File: src/rtl/ascii_int_pkg.sv
// Shared constants and state encoding for the ASCII <-> integer byte path.
// The digit constants are also used by the ascii_4_ints digit generator.
package ascii_int_pkg;

    localparam logic [7:0] ASCII_0 = 8'h30;
    localparam logic [7:0] ASCII_9 = 8'h39;

    typedef enum logic [1:0] {
        IDLE,
        ACCUM,
        EMIT
    } parse_state_t;

endpackage

File: src/rtl/ascii_digit_decode.sv
// Combinational classifier: flags decimal digit bytes and extracts their value.
module ascii_digit_decode
    import ascii_int_pkg::*;
(
    input  logic [7:0] in_char,
    output logic       is_digit,
    output logic [3:0] digit
);

    assign is_digit = (in_char >= ASCII_0) && (in_char <= ASCII_9);

    // '0'..'9' are 8'h30..8'h39, so the low nibble already equals the value.
    assign digit = in_char[3:0];

endmodule

File: src/rtl/ascii_to_int.sv
// Streaming decimal ASCII parser: accumulates digit bytes into an unsigned
// WIDTH-bit integer (saturating) and emits it when a delimiter byte arrives.
module ascii_to_int
    import ascii_int_pkg::*;
#(
    parameter int WIDTH = 16
) (
    input  logic             clk,
    input  logic             rst,
    input  logic             in_valid,
    output logic             in_ready,
    input  logic [7:0]       in_char,
    output logic             out_valid,
    input  logic             out_ready,
    output logic [WIDTH-1:0] out_value,
    output logic             out_overflow
);

    parse_state_t     state;
    logic [WIDTH-1:0] acc;
    logic             ovf;
    logic             is_digit;
    logic [3:0]       digit;
    logic [WIDTH:0]   acc_next;

    // acc*10 + d with saturation; returns {overflow, value}. The sum is formed
    // at WIDTH+4 bits, enough for 10*(2^WIDTH-1)+9, so the compare is exact.
    function automatic logic [WIDTH:0] mul10_add_sat(
        input logic [WIDTH-1:0] acc_in,
        input logic [3:0]       d,
        input logic             ovf_in
    );
        logic [WIDTH+3:0] wide;
        wide = ({4'd0, acc_in} << 3) + ({4'd0, acc_in} << 1) + {{WIDTH{1'b0}}, d};
        if (ovf_in || (wide > {4'd0, {WIDTH{1'b1}}})) begin
            return {1'b1, {WIDTH{1'b1}}};
        end
        return {1'b0, wide[WIDTH-1:0]};
    endfunction

    ascii_digit_decode u_decode (
        .in_char  (in_char),
        .is_digit (is_digit),
        .digit    (digit)
    );

    assign acc_next  = mul10_add_sat(acc, digit, ovf);
    assign in_ready  = (state != EMIT);
    assign out_valid = (state == EMIT);

    // Parser FSM: accumulate digits, latch result on delimiter, hold until taken.
    always_ff @(posedge clk or posedge rst) begin
        if (rst) begin
            state        <= IDLE;
            acc          <= '0;
            ovf          <= 1'b0;
            out_value    <= '0;
            out_overflow <= 1'b0;
        end else begin
            unique case (state)
                IDLE: begin
                    // Delimiters here are dropped, so leading/repeated ones yield nothing.
                    if (in_valid && is_digit) begin
                        acc   <= WIDTH'(digit);
                        ovf   <= 1'b0;
                        state <= ACCUM;
                    end
                end
                ACCUM: begin
                    if (in_valid) begin
                        if (is_digit) begin
                            acc <= acc_next[WIDTH-1:0];
                            ovf <= acc_next[WIDTH];
                        end else begin
                            out_value    <= acc;
                            out_overflow <= ovf;
                            state        <= EMIT;
                        end
                    end
                end
                EMIT: begin
                    // Result registers stay untouched here, so they are stable while offered.
                    if (out_ready) begin
                        state <= IDLE;
                    end
                end
                default: state <= IDLE;
            endcase
        end
    end

endmodule

File: config.mk
export PLATFORM = sky130hd
export DESIGN_NAME = ascii_to_int
export DESIGN_NICKNAME = d
export VERILOG_FILES = /design/src/rtl/ascii_int_pkg.sv /design/src/rtl/ascii_digit_decode.sv /design/src/rtl/ascii_to_int.sv
export SDC_FILE = /design/constraint.sdc
export NUM_CORES = 1
export LEC_CHECK = 0
export ABC_AREA = 1
export BUFFER_PORTS_ARGS = -buffer_cell sky130_fd_sc_hd__buf_2
export CORE_MARGIN = 1
export CORE_UTILIZATION = 35
export DETAILED_ROUTE_END_ITERATION = 8
export MAX_ROUTING_LAYER = met4
export PLACE_DENSITY_LB_ADDON = 0.1
export SLEW_MARGIN = 20
export SYNTH_ARGS = -nofsm -noshare
export SYNTH_HDL_FRONTEND = slang
export SYNTH_HIERARCHICAL = 1
export SYNTH_SLANG_ARGS = --single-unit
File: constraint.sdc
create_clock -name clk -period 2.5 [get_ports clk]
set_input_delay 0.125 -clock clk [delete_from_list [all_inputs] [get_ports clk]]
set_output_delay 0.125 -clock clk [all_outputs]
set_load 0.01 [all_outputs]
==> results.py <==
metrics = {
    "sta": {
        "period_minus_slack_ns": 2.44,
        "setup_viol": 0,
        "tns_ns": 0,
        "slew-limit-headroom": 0.360,
        "timing.fmax_mhz": 409,
        "hold_viol": 0,
        "fin_crit_sh": 0.978,
        "clock_skew_ns": 0.00896,
        "drv_slew": 0,
        "worst_slew_pin_slew_ns": 0.958,
        "rsz0062_at_grt": "true",
    },
    "worst_setup_path": {
        "cpMostUsedCell": "nand2_2",
        "crit_fanout": 7,
        "worstPathArrival_ns": 2.61,
        "worst-path-buf-inv": 0,
        "cp-start-kind": "flip-flop",
        "cp-end-kind": "flip-flop",
        "crit_family": "simple AND/OR/NAND/NOR gates",
        "worstPathRequired_ns": 2.66,
        "crit_type": "flip-flop to flip-flop",
        "critPathSlowestCell": "fa_2",
        "cp_slowest_stage_delay_ns": 0.63,
        "rrSetupSlack_ns": 0.06,
        "cp_cell_sequence": "fa_2, ha_4, nand3_1, nand3_2, nand2_2, nand2_2, nand2_2, nand2_1, nand2_1, nand2_2, nor2_4, nand2_4, nand2_8, nand3_2",
    },
    "routing": {
        "dr.pass1.iters": 4,
        "wire_per_inst_um": 13.5,
        "vias_per_cell": 4.72,
        "antenna_left": 0,
        "vias": 2485,
        "drtIter0Drc": 99,
        "wl_um": 7080,
        "drc": 0,
    },
    "hold_path": {
        "hp-class": "primary input to flip-flop",
    },
    "synth": {
        "synthArstFlopShare": 1.00,
        "synthCells": 366,
        "synth_top_area_frac": 0.320,
        "synthFlopType": "dfrtp_1",
        "synth.distinct_cells": 28,
        "synth_area_leaders": "dfrtp_1 32%, nand2_1 14%, ha_1 14%, inv_1 6.1%, mux2_2 5.6%",
        "ys_seq_elements": 36,
        "syn_area_um2": 2820,
        "synth_edf_count": 0,
        "yosys_warnings": 6,
        "synth_top_area_cell": "dfrtp_1",
        "synth_nets": 411,
        "avgSynthCellArea_um2": 7.70,
        "ys_seq_area_frac": 0.320,
    },
    "cells_and_area": {
        "mostFrequentLayoutCell": "nand2_1",
        "drive_above_1_share": 0.377,
        "final_cell_mix": "92 x nand2_1, 46 x inv_1, 36 x dfrtp_1",
        "nFillCells": 814,
        "nets": 468,
        "areaGrowthSynthToFinish_pct": 27.8,
        "final_cell_area_um2": 3600,
        "finalNonFillerCells": 526,
        "antenna_cells": 0,
    },
    "grt": {
        "grt_max_degree": 37,
        "grt_pass1_wl_um": 11800,
        "grt_pass1_vias": 2416,
        "grt_usage": 0.185,
        "antenna_found_initial": 0,
        "grt.overflow.total": 0,
    },
    "cts": {
        "cts.sinks": 36,
        "htree_levels": 2,
        "cts_tree": "built",
        "cts_root_buf": "clkbuf_8",
        "clk_path_buf_depth": 2,
        "cts_made_buffers": 5,
        "clk_pin_slew_worst_paths_ns": 0.08,
        "clk_latency_ns": 0.29,
    },
    "die": {
        "start_util": 0.363,
        "die_h_um": 91.7,
        "dieArea_um2": 8420,
        "core_um2": 7770,
        "ioPinCount": 31,
        "rows": 32,
        "die_x_um": 91.7,
    },
    "pwr": {
        "powerDensity_nw_per_um2": 514,
        "p_total_mw": 1.85,
        "ir_drop_mv": 0.318,
        "p_leak_nw": 2.10,
    },
    "placement": {
        "place.gp.congestion": 0.848,
        "dp_hpwl_um": 5430,
        "io_buffers": 30,
        "post_dp_cell_area_um2": 3230,
        "dp_cells": 515,
    },
    "job": {
        "cap_violations": 0,
    },
    "outcome": {
        "status": "completed",
    },
}
per-layer routing:
layer / global-route usage / up-vias / share of wire
met5: - / - / 0
met4: 0.0638 / 0 / 0.014
met3: 0.0282 / 7 / 0.029
met2: 0.296 / 29 / 0.47
met1: 0.240 / 1163 / 0.49
li1: - / 1286 / -
registers in the layout, summed over array words and instances, names as in the netlist:
signal and flops:
acc 16, out_value 16, state 2, out_overflow 1, ovf 1
Yosys cell counts (2+ instances only):
| cell | count |
|---|---|
| nand2_1 | 106 |
| inv_1 | 46 |
| dfrtp_1 | 36 |
| ha_1 | 31 |
| nor2_1 | 27 |
| nand3_1 | 26 |
| mux2_2 | 14 |
| nand2_2 | 13 |
| o21ai_0 | 12 |
| a21oi_1 | 9 |
| nand3_2 | 8 |
| or2_2 | 6 |
| buf_4 | 4 |
| inv_2 | 4 |
| a21boi_0 | 3 |
| buf_2 | 3 |
| nor3_2 | 3 |
| a32oi_1 | 2 |
| clkbuf_1 | 2 |
| fa_1 | 2 |
| nor2_4 | 2 |
final timing paths:
path                                           from                         to  cells past startpoint
setup / recovery                 acc[2]$_DFFE_PP0P_        acc[12]$_DFFE_PP0P_                     14
hold / removal                            out_ready       state[1]$_DFFE_PP0P_                      2
setup reg to reg                 acc[2]$_DFFE_PP0P_        acc[12]$_DFFE_PP0P_                     14
hold reg to reg            out_overflow$_DFFE_PP0P_   out_overflow$_DFFE_PP0P_                      2
max in group asynchronous                       rst  out_value[13]$_DFFE_PP0P_                      4
min in group asynchronous                       rst   out_value[0]$_DFFE_PP0P_                      4
layout make-up:
type | count | area (um2) | share of cell area
multi-input cells | 271 | 1910 | 0.531
flip-flops and latches | 36 | 901 | 0.250
repair buffers | 59 | 382 | 0.106
inverters | 50 | 188 | 0.0521
well taps | 102 | 128 | 0.0354
clock buffers | 6 | 82.6 | 0.0229
clock inverters | 2 | 10.0 | 0.00278
per-stage QoR:
stage	hold WS, ns	setup WS [ns]	util
final	0.0336	0.0562	0.464
after detailed placement	0.269	-0.163	0.415
after global placement	0.258	-0.0813	0.415
after CTS	0.0347	0.00390	0.434
after floorplan	0.234	0.0118	-
after global routing	0.0326	-0.0812	0.464
cells by family (layout without fill, tap and decap cells):
logic type | after synthesis | in the layout | synth area share
flip-flops | 36 | 36 | 0.320
AO/OA/AOI/OAI | 28 | 28 | 0.0573
adder cells (fa/ha/maj) | 33 | 33 | 0.152
multiplexers | 14 | 14 | 0.0559
AND/OR/NAND/NOR | 195 | 196 | 0.323
buffers and inverters | 60 | 117 | 0.0923
repair_timing:
action / 4_1_cts / 5_1_grt
buffers inserted: 0 / 1
hold endpoints to repair: 36 / 0
hold buffers: 1 / 0
pin swaps: 2 / 11
resized for setup: 5 / 45
cloned: 1 / 0
endpoints found under the setup margin: 17 / 17
where the power goes:
| group | switching (mW) | internal [mW] | total, mW |
|---|---|---|---|
| clock network | 0.218 | 0.220 | 0.438 |
| logic | 0.375 | 0.346 | 0.721 |
| registers | 0.0464 | 0.645 | 0.691 |
worst register-to-register path: stages (launching register included):
cell	delay (ns)
dfrtp_1	0.41
fa_2	0.63
ha_4	0.22
nand3_1	0.11
nand3_2	0.11
nand2_2	0.08
nand2_2	0.07
nand2_2	0.07
nand2_1	0.05
nand2_1	0.07
nand2_2	0.06
nor2_4	0.14
nand2_4	0.11
nand2_8	0.11
nand3_2	0.07
Note: power is estimated with default switching activity, not from simulation.
